==> config.mk <==
export PLATFORM = sky130hd
export DESIGN_NAME = wb_writeback_stage
export DESIGN_NICKNAME = d
export VERILOG_FILES = /design/src/rtl/wb_writeback_stage_pkg.sv /design/src/rtl/wb_load_extend.sv /design/src/rtl/wb_writeback_stage.sv
export SDC_FILE = /design/constraint.sdc
export NUM_CORES = 1
export LEC_CHECK = 0
export ABC_AREA = 1
export ABC_CLOCK_PERIOD_IN_PS = 4300
export BUFFER_PORTS_ARGS = -buffer_cell sky130_fd_sc_hd__buf_2
export CAP_MARGIN = 20
export CORE_MARGIN = 5
export CORE_UTILIZATION = 44
export CTS_CLUSTER_SIZE = 16
export DETAILED_ROUTE_END_ITERATION = 12
export PLACE_DENSITY_LB_ADDON = 0.08
export REMOVE_ABC_BUFFERS = 1
export SLEW_MARGIN = 20
export SYNTH_ARGS = -nofsm -noshare
export SYNTH_HDL_FRONTEND = slang
export SYNTH_HIERARCHICAL = 1
export SYNTH_SLANG_ARGS = --single-unit
export TNS_END_PERCENT = 50
==> constraint.sdc <==
create_clock -name clk -period 4.3 [get_ports clk]
set_input_delay 0 -clock clk [delete_from_list [all_inputs] [get_ports clk]]
set_output_delay 0 -clock clk [all_outputs]
set_load 0.01 [all_outputs]
==> src/rtl/wb_writeback_stage_pkg.sv <==
// Shared encodings for the MEM/WB writeback stage: load sizes, FSM states
// and the hard-wired zero register.
package wb_writeback_stage_pkg;

  localparam logic [1:0] LS_BYTE = 2'd0;
  localparam logic [1:0] LS_HALF = 2'd1;
  localparam logic [1:0] LS_WORD = 2'd2;

  localparam logic [4:0] REG_ZERO = 5'd0;

  typedef enum logic [0:0] {
    IDLE,
    WAIT_MEM
  } wb_state_e;

endpackage

==> src/rtl/wb_load_extend.sv <==
// Little-endian lane select of a load word followed by sign or zero extension.
module wb_load_extend
  import wb_writeback_stage_pkg::*;
#(
  parameter int unsigned XLEN = 32
) (
  input  logic [1:0]      size,
  input  logic            load_unsigned,
  input  logic [1:0]      byte_off,
  input  logic [XLEN-1:0] rdata,
  output logic [XLEN-1:0] data
);

  logic [7:0]  byte_lane;
  logic [15:0] half_lane;

  always_comb begin
    byte_lane = rdata[7:0];
    unique case (byte_off)
      2'd0: byte_lane = rdata[7:0];
      2'd1: byte_lane = rdata[15:8];
      2'd2: byte_lane = rdata[23:16];
      2'd3: byte_lane = rdata[31:24];
      default: byte_lane = rdata[7:0];
    endcase
    // Halfword lane comes from the upper address bit only.
    half_lane = byte_off[1] ? rdata[31:16] : rdata[15:0];
  end

  always_comb begin
    data = rdata;
    case (size)
      LS_BYTE: data = {{(XLEN-8){~load_unsigned & byte_lane[7]}}, byte_lane};
      LS_HALF: data = {{(XLEN-16){~load_unsigned & half_lane[15]}}, half_lane};
      default: data = rdata;
    endcase
  end

endmodule

==> src/rtl/wb_writeback_stage.sv <==
// MEM/WB pipeline register and writeback controller: one register-file write
// per retired instruction, with a wait state for multi-cycle load data.
module wb_writeback_stage
  import wb_writeback_stage_pkg::*;
#(
  parameter int unsigned XLEN  = 32,
  parameter int unsigned CNT_W = 32
) (
  input  logic             clk,
  input  logic             rst_n,
  input  logic             in_valid,
  output logic             in_ready,
  input  logic             in_reg_write,
  input  logic             in_mem_to_reg,
  input  logic [1:0]       in_load_size,
  input  logic             in_load_unsigned,
  input  logic [1:0]       in_byte_off,
  input  logic [4:0]       in_dest,
  input  logic [XLEN-1:0]  in_alu_result,
  input  logic             mem_rvalid,
  input  logic [XLEN-1:0]  mem_rdata,
  output logic             RegWrite,
  output logic [4:0]       WriteReg,
  output logic [XLEN-1:0]  WriteData,
  output logic             load_pending,
  output logic [4:0]       pending_reg,
  output logic             stray_rsp,
  output logic [CNT_W-1:0] retire_count
);

  wb_state_e       state_q;
  logic [4:0]      ld_dest_q;
  logic            ld_wr_q;
  logic [1:0]      ld_size_q;
  logic            ld_unsigned_q;
  logic [1:0]      ld_off_q;
  logic [XLEN-1:0] ext_data;

  wb_load_extend #(
    .XLEN(XLEN)
  ) u_load_extend (
    .size         (ld_size_q),
    .load_unsigned(ld_unsigned_q),
    .byte_off     (ld_off_q),
    .rdata        (mem_rdata),
    .data         (ext_data)
  );

  assign in_ready     = (state_q == IDLE);
  assign load_pending = (state_q == WAIT_MEM);
  assign pending_reg  = load_pending ? ld_dest_q : REG_ZERO;

  always_ff @(posedge clk) begin
    if (!rst_n) begin
      state_q       <= IDLE;
      RegWrite      <= 1'b0;
      WriteReg      <= REG_ZERO;
      WriteData     <= '0;
      stray_rsp     <= 1'b0;
      retire_count  <= '0;
      ld_dest_q     <= REG_ZERO;
      ld_wr_q       <= 1'b0;
      ld_size_q     <= LS_WORD;
      ld_unsigned_q <= 1'b0;
      ld_off_q      <= 2'd0;
    end else begin
      RegWrite <= 1'b0;
      // Responses are only legal from the cycle after a load is accepted.
      if (mem_rvalid && (state_q != WAIT_MEM)) begin
        stray_rsp <= 1'b1;
      end
      case (state_q)
        IDLE: begin
          if (in_valid) begin
            if (in_mem_to_reg) begin
              ld_dest_q     <= in_dest;
              ld_wr_q       <= in_reg_write;
              ld_size_q     <= in_load_size;
              ld_unsigned_q <= in_load_unsigned;
              ld_off_q      <= in_byte_off;
              state_q       <= WAIT_MEM;
            end else begin
              RegWrite     <= in_reg_write && (in_dest != REG_ZERO);
              WriteReg     <= in_dest;
              WriteData    <= in_alu_result;
              retire_count <= retire_count + CNT_W'(1);
            end
          end
        end
        WAIT_MEM: begin
          if (mem_rvalid) begin
            RegWrite     <= ld_wr_q && (ld_dest_q != REG_ZERO);
            WriteReg     <= ld_dest_q;
            WriteData    <= ext_data;
            retire_count <= retire_count + CNT_W'(1);
            state_q      <= IDLE;
          end
        end
        default: state_q <= IDLE;
      endcase
    end
  end

endmodule

==> results.cfg <==
[run_status]
run_status = finished, final reports clean

[clocking]
clockRootBuffer = sky130_fd_sc_hd__clkbuf_8
clock_tree.htree_level_count = 3
cts-buffers-inserted = 9
cts_setup_buffers = 0
cts_buffer_depth = 2
clkSinkCount = 83
cts.reportedPaths.clkPinSlew_ps = 80
clock_latency_on_the_worst_skew_pair_ps = 360
cts_tree = yes

[final_layout]
fin_area_um2 = 6160
finish.utilization_pct = 57.5
multi_input_area_um2 = 2650
final_layout_size_suffix_gt1_share_pct = 22.1
total_number_of_nets_in_the_final_design = 1005
final.fill_count = 1108
antennaDiodeCount = 0
layout.area.seq_um2 = 1660
finalNonFillerCells = 1067
synth_to_layout_area_growth_pct = 29.6

[critical_path]
worst_reg2reg_startpoint = load_pending$_SDFF_PN0_
cp-startpoint = load_pending$_SDFF_PN0_
critPathKind = flip-flop to flip-flop
slowest_stage = sky130_fd_sc_hd__dfxtp_1
end_kind = flip-flop
cp_startpoint_kind = flip-flop
critPathRequiredTime_ps = 4550
crit_chain = nand2_1, nand2_2, buf_4, nand3_1, o21ai_0, a21oi_1
worst-path-max-fanout = 44
arrival_ps = 2740
critical-path-max-stage-delay_ps = 820

[timing]
maxClockFrequency_mhz = 402
hold_viol_final = 0
drv_slew = 0
fin_setup_tns_ps = 0
worst-slew-pin-transition_ps = 961
rsz0062_at_grt = no
crit_path_time_final_ps = 2490
timing.hold.ws_ps = 61.2
post-route-period-util_pct = 57.9
setup_viol_count_final = 0
slew_headroom_pct = 35.8
timing.clock.skew_ps = 5.51
timing.final.ws_setup_ps = 1810

[worst_hold_path]
worst_hold_path_type = primary input to flip-flop
holdCritStartpoint = in_valid

[power_and_ir_drop]
max-vdd-ir-drop_v = 0.000132
static-leakage-power_nw = 2.98
power_per_cell_area_nw_per_um2 = 280
total_power_mw = 1.72

[yosys]
yosys_warnings = 6
synth-edff-count = 0
synth_seq_area_share_pct = 35.0
number_of_different_library_cells_in_the_post_synthesis_netlist = 31
ys_top_cells_by_area = sky130_fd_sc_hd__dfxtp_1, sky130_fd_sc_hd__nand2_1, sky130_fd_sc_hd__nand3_1
post-synth-top-area-cell = sky130_fd_sc_hd__dfxtp_1
syn_inst_count = 748
synth_area_per_cell_um2 = 6.35
synth_top_cell_area_share_pct = 35.0
yosys_register_bits = 83
post_synth_instance_area_um2 = 4750
postSynth.topFlopCell = sky130_fd_sc_hd__dfxtp_1
synth_top_cells_by_count = sky130_fd_sc_hd__nand2_1, sky130_fd_sc_hd__dfxtp_1, sky130_fd_sc_hd__nor2_1, sky130_fd_sc_hd__inv_1, sky130_fd_sc_hd__nand3_1
async_flop_share_pct = 0
yosys.cell_count.top_type = sky130_fd_sc_hd__nand2_1

[drt]
routed_wire_length_per_instance_um = 14.0
first_pass_iters = 5
drc = 0
initialDrtViolationCount = 359
detail_route.vias_per_cell = 5.13
routed-via-count = 5478
route.antenna.remaining_nets = 0
detail_route.wirelength_um = 14900

[grt]
grt_pass1_wl_um = 24700
first_global_vias = 5340
gr-total-overflow = 0
grt_use_total_pct = 23.2
grt_start_max_net_pins = 73
antenna_found_initial = 0

[floorplan]
die_area_um2 = 13000
std_cell_rows = 38
die_w_um = 114
design.portCount = 158
core_um2 = 10700
floorplan.initialDensity_pct = 44.4
die-height_um = 114

[place]
routabilityCongestion = 0.866
dpl.cell_count = 1009
dp_worst_setup_slack_ps = 1790
placement.cell_area_um2 = 5540
place.port_buffers = 157
post_dp_hpwl_um = 10600

[job]
drv.max_cap_violation_count = 0
[registers in the layout (all words and copies together) (netlist names)]
name / flops
RegWrite: 1
ld_wr_q: 1
ld_size_q: 2
ld_off_q: 2
ld_dest_q: 5
WriteData: 32
retire_count: 32
stray_rsp: 1
ld_unsigned_q: 1
WriteReg: 5
load_pending: 1
[report_power, final]
| group | leakage, nW | internal (mW) | switching, mW |
|---|---|---|---|
| combinational | 2.22 | 0.146 | 0.190 |
| sequential | 0.679 | 0.809 | 0.0349 |
| clock | 0.0865 | 0.264 | 0.280 |
| total | 2.98 | 1.22 | 0.505 |
[worst max-delay path: cells and delay by family, from the launching register on]
family / cells / cell delay [ps]
simple gates: 3 / 850
buf+inv: 1 / 460
flops: 1 / 820
compound gates: 2 / 220
[repair_timing]
| item | 4_1_cts | 5_1_grt |
|---|---|---|
| gates resized for setup | 0 | 0 |
| hold buffers | 44 | 0 |
| hold endpoints to repair | 50 | 0 |
[layout make-up]
type | count | share of cell area, %
timing repair buffer | 204 | 20.3
inverter | 67 | 4.09
clock inverter | 2 | 0.630
multi-input combinational | 559 | 43.0
tap | 140 | 2.85
sequential | 83 | 27.0
clock buffer | 12 | 2.20
[placed cells by master (no fill, tap or decap), drive strengths merged, types with 8 or more instances in the layout]
master	instances
nand2	250
dfxtp	83
nor3	8
nand4	9
a21oi	31
clkbuf	12
nand3	80
o21ai	59
buf	160
a31oi	32
dlygate4sd3	44
nor2	79
inv	66
[cells by family (layout without fill, tap and decap cells)]
family	Yosys count	count (layout)	synth area share [%]
AND/OR/NAND/NOR	430	430	40.6
AO/OA/AOI/OAI	125	125	14.2
buffers and inverters	106	285	9.40
flip-flops	83	83	35.0
XOR/XNOR	3	3	0.553
adder cells (fa/ha/maj)	1	1	0.263
[routing by layer]
layer / track usage [%] / wire length [um]
met5: 0 / 0
met4: 8.79 / 323
met3: 4.24 / 949
met2: 40.9 / 7320
met1: 28.2 / 6320
[final timing paths]
check / endpoint / slack (ps) / cells past startpoint
worst max-delay path: retire_count[5]$_SDFFE_PN0P_ / 1810 / 6
worst min-delay path: RegWrite$_SDFF_PN0_ / 60 / 5
worst max register to register: retire_count[5]$_SDFFE_PN0P_ / 1810 / 6
worst min register to register: retire_count[5]$_SDFFE_PN0P_ / 470 / 2
No activity file was read; power rests on OpenSTA's default activity.
